File: config.mk
export PLATFORM = sky130hd
export DESIGN_NAME = mult_share_arbiter
export DESIGN_NICKNAME = d
export VERILOG_FILES = /design/src/rtl/mult_share_arbiter.sv
export SDC_FILE = /design/constraint.sdc
export NUM_CORES = 1
export LEC_CHECK = 0
export CAP_MARGIN = 20
export CELL_PAD_IN_SITES_DETAIL_PLACEMENT = 1
export CELL_PAD_IN_SITES_GLOBAL_PLACEMENT = 2
export CORE_MARGIN = 3
export CORE_UTILIZATION = 12
export CTS_BUF_LIST = sky130_fd_sc_hd__clkbuf_8
export DETAILED_ROUTE_END_ITERATION = 6
export PLACE_DENSITY_LB_ADDON = 0.1
export RECOVER_POWER = 25
export SYNTH_ARGS = -nofsm -noshare
export SYNTH_HDL_FRONTEND = slang
export SYNTH_SLANG_ARGS = --single-unit
File: constraint.sdc
create_clock -name clk -period 2.35 [get_ports clk]
set_input_delay 0.3525 -clock clk [delete_from_list [all_inputs] [get_ports clk]]
set_output_delay 0.3525 -clock clk [all_outputs]
set_load 0.01 [all_outputs]
File: src/rtl/mult_share_arbiter.sv
// Round-robin front-end sharing one registered 8x8 multiplier among NUM_REQ requesters.
// Define MULT_ARB_STATS_EN to add per-requester saturating grant counters (stat_sel/stat_cnt).
module mult_share_arbiter #(
  parameter int NUM_REQ = 4,
  parameter int IDW     = $clog2(NUM_REQ)
) (
  input  logic                 clk,
  input  logic                 rst_n,
  input  logic [NUM_REQ-1:0]   req_valid,
  input  logic [NUM_REQ*8-1:0] req_a,
  input  logic [NUM_REQ*8-1:0] req_b,
  output logic [NUM_REQ-1:0]   req_ready,
  output logic                 mul_en,
  output logic [7:0]           mul_a,
  output logic [7:0]           mul_b,
  input  logic [15:0]          mul_p,
  output logic                 rsp_valid,
  output logic [IDW-1:0]       rsp_id,
  output logic [15:0]          rsp_p,
`ifdef MULT_ARB_STATS_EN
  input  logic [IDW-1:0]       stat_sel,
  output logic [15:0]          stat_cnt,
`endif
  input  logic                 rsp_ready
);

  logic           v1, v2;
  logic [IDW-1:0] id1, id2;
  logic [IDW-1:0] rr_ptr;
  logic           advance;
  logic           grant_any;
  logic [IDW-1:0] g;
  logic [IDW-1:0] idx;
  logic [7:0]     a_sl [NUM_REQ];
  logic [7:0]     b_sl [NUM_REQ];

  for (genvar i = 0; i < NUM_REQ; i++) begin : g_unpack
    assign a_sl[i] = req_a[8*i +: 8];
    assign b_sl[i] = req_b[8*i +: 8];
  end

  // The whole pipeline moves only when the output stage is empty or being drained.
  assign advance = !v2 || rsp_ready;
  assign mul_en  = advance;

  always_comb begin
    grant_any = 1'b0;
    g         = '0;
    idx       = '0;
    if (advance) begin
      for (int k = 1; k <= NUM_REQ; k++) begin
        idx = IDW'((int'(rr_ptr) + k) % NUM_REQ);
        if (!grant_any && req_valid[idx]) begin
          grant_any = 1'b1;
          g         = idx;
        end
      end
    end
  end

  always_comb begin
    req_ready = '0;
    if (grant_any) req_ready[g] = 1'b1;
  end

  assign mul_a = grant_any ? a_sl[g] : 8'h00;
  assign mul_b = grant_any ? b_sl[g] : 8'h00;

  always_ff @(posedge clk or negedge rst_n) begin
    if (!rst_n) begin
      v1     <= 1'b0;
      v2     <= 1'b0;
      id1    <= '0;
      id2    <= '0;
      rr_ptr <= IDW'(NUM_REQ - 1);
    end else if (advance) begin
      v2  <= v1;
      id2 <= id1;
      v1  <= grant_any;
      id1 <= g;
      if (grant_any) rr_ptr <= g;
    end
  end

  assign rsp_valid = v2;
  assign rsp_id    = id2;
  assign rsp_p     = mul_p;

`ifdef MULT_ARB_STATS_EN
  logic [15:0] grant_cnt [NUM_REQ];

  always_ff @(posedge clk or negedge rst_n) begin
    if (!rst_n) begin
      for (int i = 0; i < NUM_REQ; i++) grant_cnt[i] <= '0;
    end else if (grant_any && grant_cnt[g] != 16'hFFFF) begin
      grant_cnt[g] <= grant_cnt[g] + 16'd1;
    end
  end

  assign stat_cnt = grant_cnt[stat_sel];
`endif

endmodule

==> impl_metrics.py <==
metrics = {
    "run_status": {
        "status": "complete, but fails checks",
        "violations": "negative setup slack",
    },
    "cts": {
        "cts_buffers": 3,
        "clk_pin_slew_ps": 40,
        "clock-root-buffer": "clkbuf_8",
        "clock_sinks": 8,
        "clockBufferDepth": 2,
        "cts_tree": "built",
        "htree_levels": 1,
        "holdBufCountCts": 0,
        "clk_latency_ps": 230,
    },
    "placement": {
        "detailedPlace.worstSlack_ps": -631,
        "dp_hpwl_um": 3830,
        "place_area_sq_um": 2040,
        "place.gp.congestion": 0.695,
        "port_buffers": 94,
    },
    "routing": {
        "route.detailed.drc": 0,
        "wl_per_cell_um": 14.9,
        "finalWirelength_um": 4870,
        "dr.first_iter.drc_count": 20,
        "drt_first_pass_iters": 5,
        "via_count": 1300,
        "ant_nets": 0,
        "vias_per_cell": 3.98,
    },
    "finish": {
        "final_core_util_pct": 27.5,
        "fillers": 989,
        "multiInputGateArea_sq_um": 711,
        "drive_gt1_share_pct": 30.6,
        "fin_nets": 310,
        "syn_to_final_growth_pct": 120,
        "seqCellArea_sq_um": 203,
        "final_area_sq_um": 2300,
        "antenna_cells": 0,
    },
    "power_and_ir_drop": {
        "power_mw": 1.23,
        "ir_drop_uv": 177,
        "switching_share_pct": 34.6,
        "p_clk_share_pct": 13.6,
        "p_seq_share_pct": 15.0,
        "powerDensity_nw_per_um2": 537,
        "power.leakage_nw": 1.01,
        "comb_power_share_pct": 71.4,
        "p_switching_mw": 0.427,
        "p_int_mw": 0.806,
    },
    "critical_path": {
        "crit_required_ps": 2000,
        "max_stage_delay_ps": 560,
        "critPathMaxFanout": 5,
        "critPathLaunch": "rr_ptr[1]$_DFFE_PN1P_",
        "cp-end-kind": "primary output",
        "cp_top_family": "compound AO/OA/AOI/OAI gates",
        "cp_slowest_cell": "dfstp_2",
        "crit_arrival_ps": 2130,
        "path_buf_inv": 4,
        "crit_type": "reg2out",
        "r2r_start": "rr_ptr[1]$_DFFE_PN1P_",
        "crit_chain": "nand2_2 -> a21boi_2 -> o221a_4 -> buf_12 -> buf_16 -> buf_4 -> mux2i_1 -> o22ai_1 -> buf_2",
        "cp-start-kind": "flip-flop",
    },
    "yosys": {
        "synth_nets": 210,
        "syn_area_per_cell_sq_um": 8.47,
        "syn_inst": 123,
        "ys.flop_type": "dfrtp_1",
        "yosys_register_bits": 8,
        "synth_most_common_cell": "mux2i_1",
        "synth_area_sq_um": 1040,
        "ys_types": 26,
        "synth_commonest_cells": "31 x mux2i_1, 17 x o22ai_1, 16 x buf_4, 14 x nand2_1, 7 x nor2_1",
        "synthArstFlopShare_pct": 100,
        "synthTopCellsByArea": "mux2i_1 30%, dfrtp_1 14%, buf_4 12%",
        "ys_warn_count": 0,
        "synth_edf_count": 0,
        "yosysTopAreaCellShare_pct": 29.8,
        "seq_area_frac_synth_pct": 19.4,
        "yosysTopAreaCell": "mux2i_1",
    },
    "floorplan": {
        "die_x_um": 99.2,
        "start_util_pct": 12.5,
        "die_y_um": 99.2,
        "io_pins": 127,
        "std_cell_rows": 33,
        "core-area_sq_um": 8340,
        "dieArea_sq_um": 9840,
    },
    "global_routing": {
        "grt_pass1_vias": 1510,
        "grt_max_degree": 12,
        "grt_use_total_pct": 9.56,
        "grt_pass1_wl_um": 7520,
        "antenna_found_initial": 0,
        "grt.overflow.total": 0,
    },
    "timing": {
        "worst_slew_pin_slew_ps": 353,
        "setup_violations": 13,
        "fmax_mhz": 403,
        "period_share_pct": 105,
        "period_needed_ps": 2480,
        "hold_violations": 0,
        "maxSlewHeadroom_pct": 76.4,
        "finClkSkew_ps": 4.24,
        "final.setup.worst_slack_ps": -129,
        "slew_violations": 0,
        "fin_setup_tns_ps": -664,
        "rsz0062_at_grt": "true",
    },
    "worst_hold_path": {
        "holdCritPathClass": "in2async",
    },
    "flow_run": {
        "drv_cap": 0,
    },
}
flip-flops by register name, summed over array words and instances (netlist names):
| signal | flops |
|---|---|
| rsp_valid | 1 |
| rr_ptr | 2 |
| id1 | 2 |
| v1 | 1 |
| rsp_id | 2 |
layer usage:
| metal | track usage (%) | wire (um) |
|---|---|---|
| met5 | 0 | 0 |
| met4 | 2.00 | 34 |
| met3 | 5.75 | 700 |
| met2 | 16.8 | 2360 |
| met1 | 9.78 | 1770 |
cell type report:
cell class / count / share of cell area [%]
timing repair buffer: 120 / 51.9
multi-input combinational: 86 / 30.9
sequential: 8 / 8.82
tap: 105 / 5.72
clock buffer: 3 / 1.80
inverter: 4 / 0.654
clock inverter: 1 / 0.163
per-stage QoR:
step / instances / hold slack, ps
detailed placement: 311 / 449
finish: 327 / 398
global route: 327 / 418
floorplan: 123 / 56.9
CTS: 327 / 407
global placement: 311 / 448
logic make-up after synthesis:
group	after synthesis	share of synthesized area (%)
AO/OA/AOI/OAI	26	16.3
buffers and inverters	29	20.6
flip-flops	8	19.4
multiplexers	32	31.2
AND/OR/NAND/NOR	28	12.4
power by group through the flow:
| stage | clock network (mW) | registers, mW | logic [mW] |
|---|---|---|---|
| 4_1_cts | 0.172 | 0.184 | 0.860 |
| 6_report | 0.168 | 0.185 | 0.880 |
| 3_3_place_gp | 0 | 0.185 | 0.711 |
| 5_1_grt | 0.182 | 0.188 | 0.947 |
| 3_5_place_dp | 0 | 0.185 | 0.721 |
| 2_1_floorplan | 0 | 0.184 | 0.388 |
cell usage in the layout (no fill, tap or decap), types with 2 or more instances in the layout:
cell and instances:
buf_16 4, dfstp_2 2, mux2i_1 25, dlygate4sd2_1 6, dfrtp_1 6, buf_4 15
buf_6 3, nand2b_1 2, nor2_1 6, mux2i_4 2, clkdlybuf4s50_1 70, nand2_1 13
clkdlybuf4s15_2 2, clkbuf_8 3, buf_12 3, inv_1 3, mux2i_2 4, buf_2 15
a21oi_1 2, o22ai_1 16, a21oi_2 2
final timing paths:
| path | end | slack (ps) | depth (start not counted) |
|---|---|---|---|
| setup reg to reg | rr_ptr[1]$_DFFE_PN1P_ | 900 | 5 |
| max in group asynchronous | rr_ptr[1]$_DFFE_PN1P_ | 1650 | 1 |
| min in group clk | rsp_valid$_DFFE_PN0P_ | 470 | 1 |
| hold / removal | rsp_valid$_DFFE_PN0P_ | 400 | 1 |
| setup / recovery | mul_a[4] | -130 | 9 |
| hold reg to reg | rsp_valid$_DFFE_PN0P_ | 470 | 1 |
repair_timing:
action / 4_1_cts / 5_1_grt
setup endpoints to repair: 20 / 19
gates cloned: 4 / 0
buffers inserted: 8 / 1
pin swaps: 6 / 9
resized for setup: 91 / 15
(Power assumes the default switching activity.)
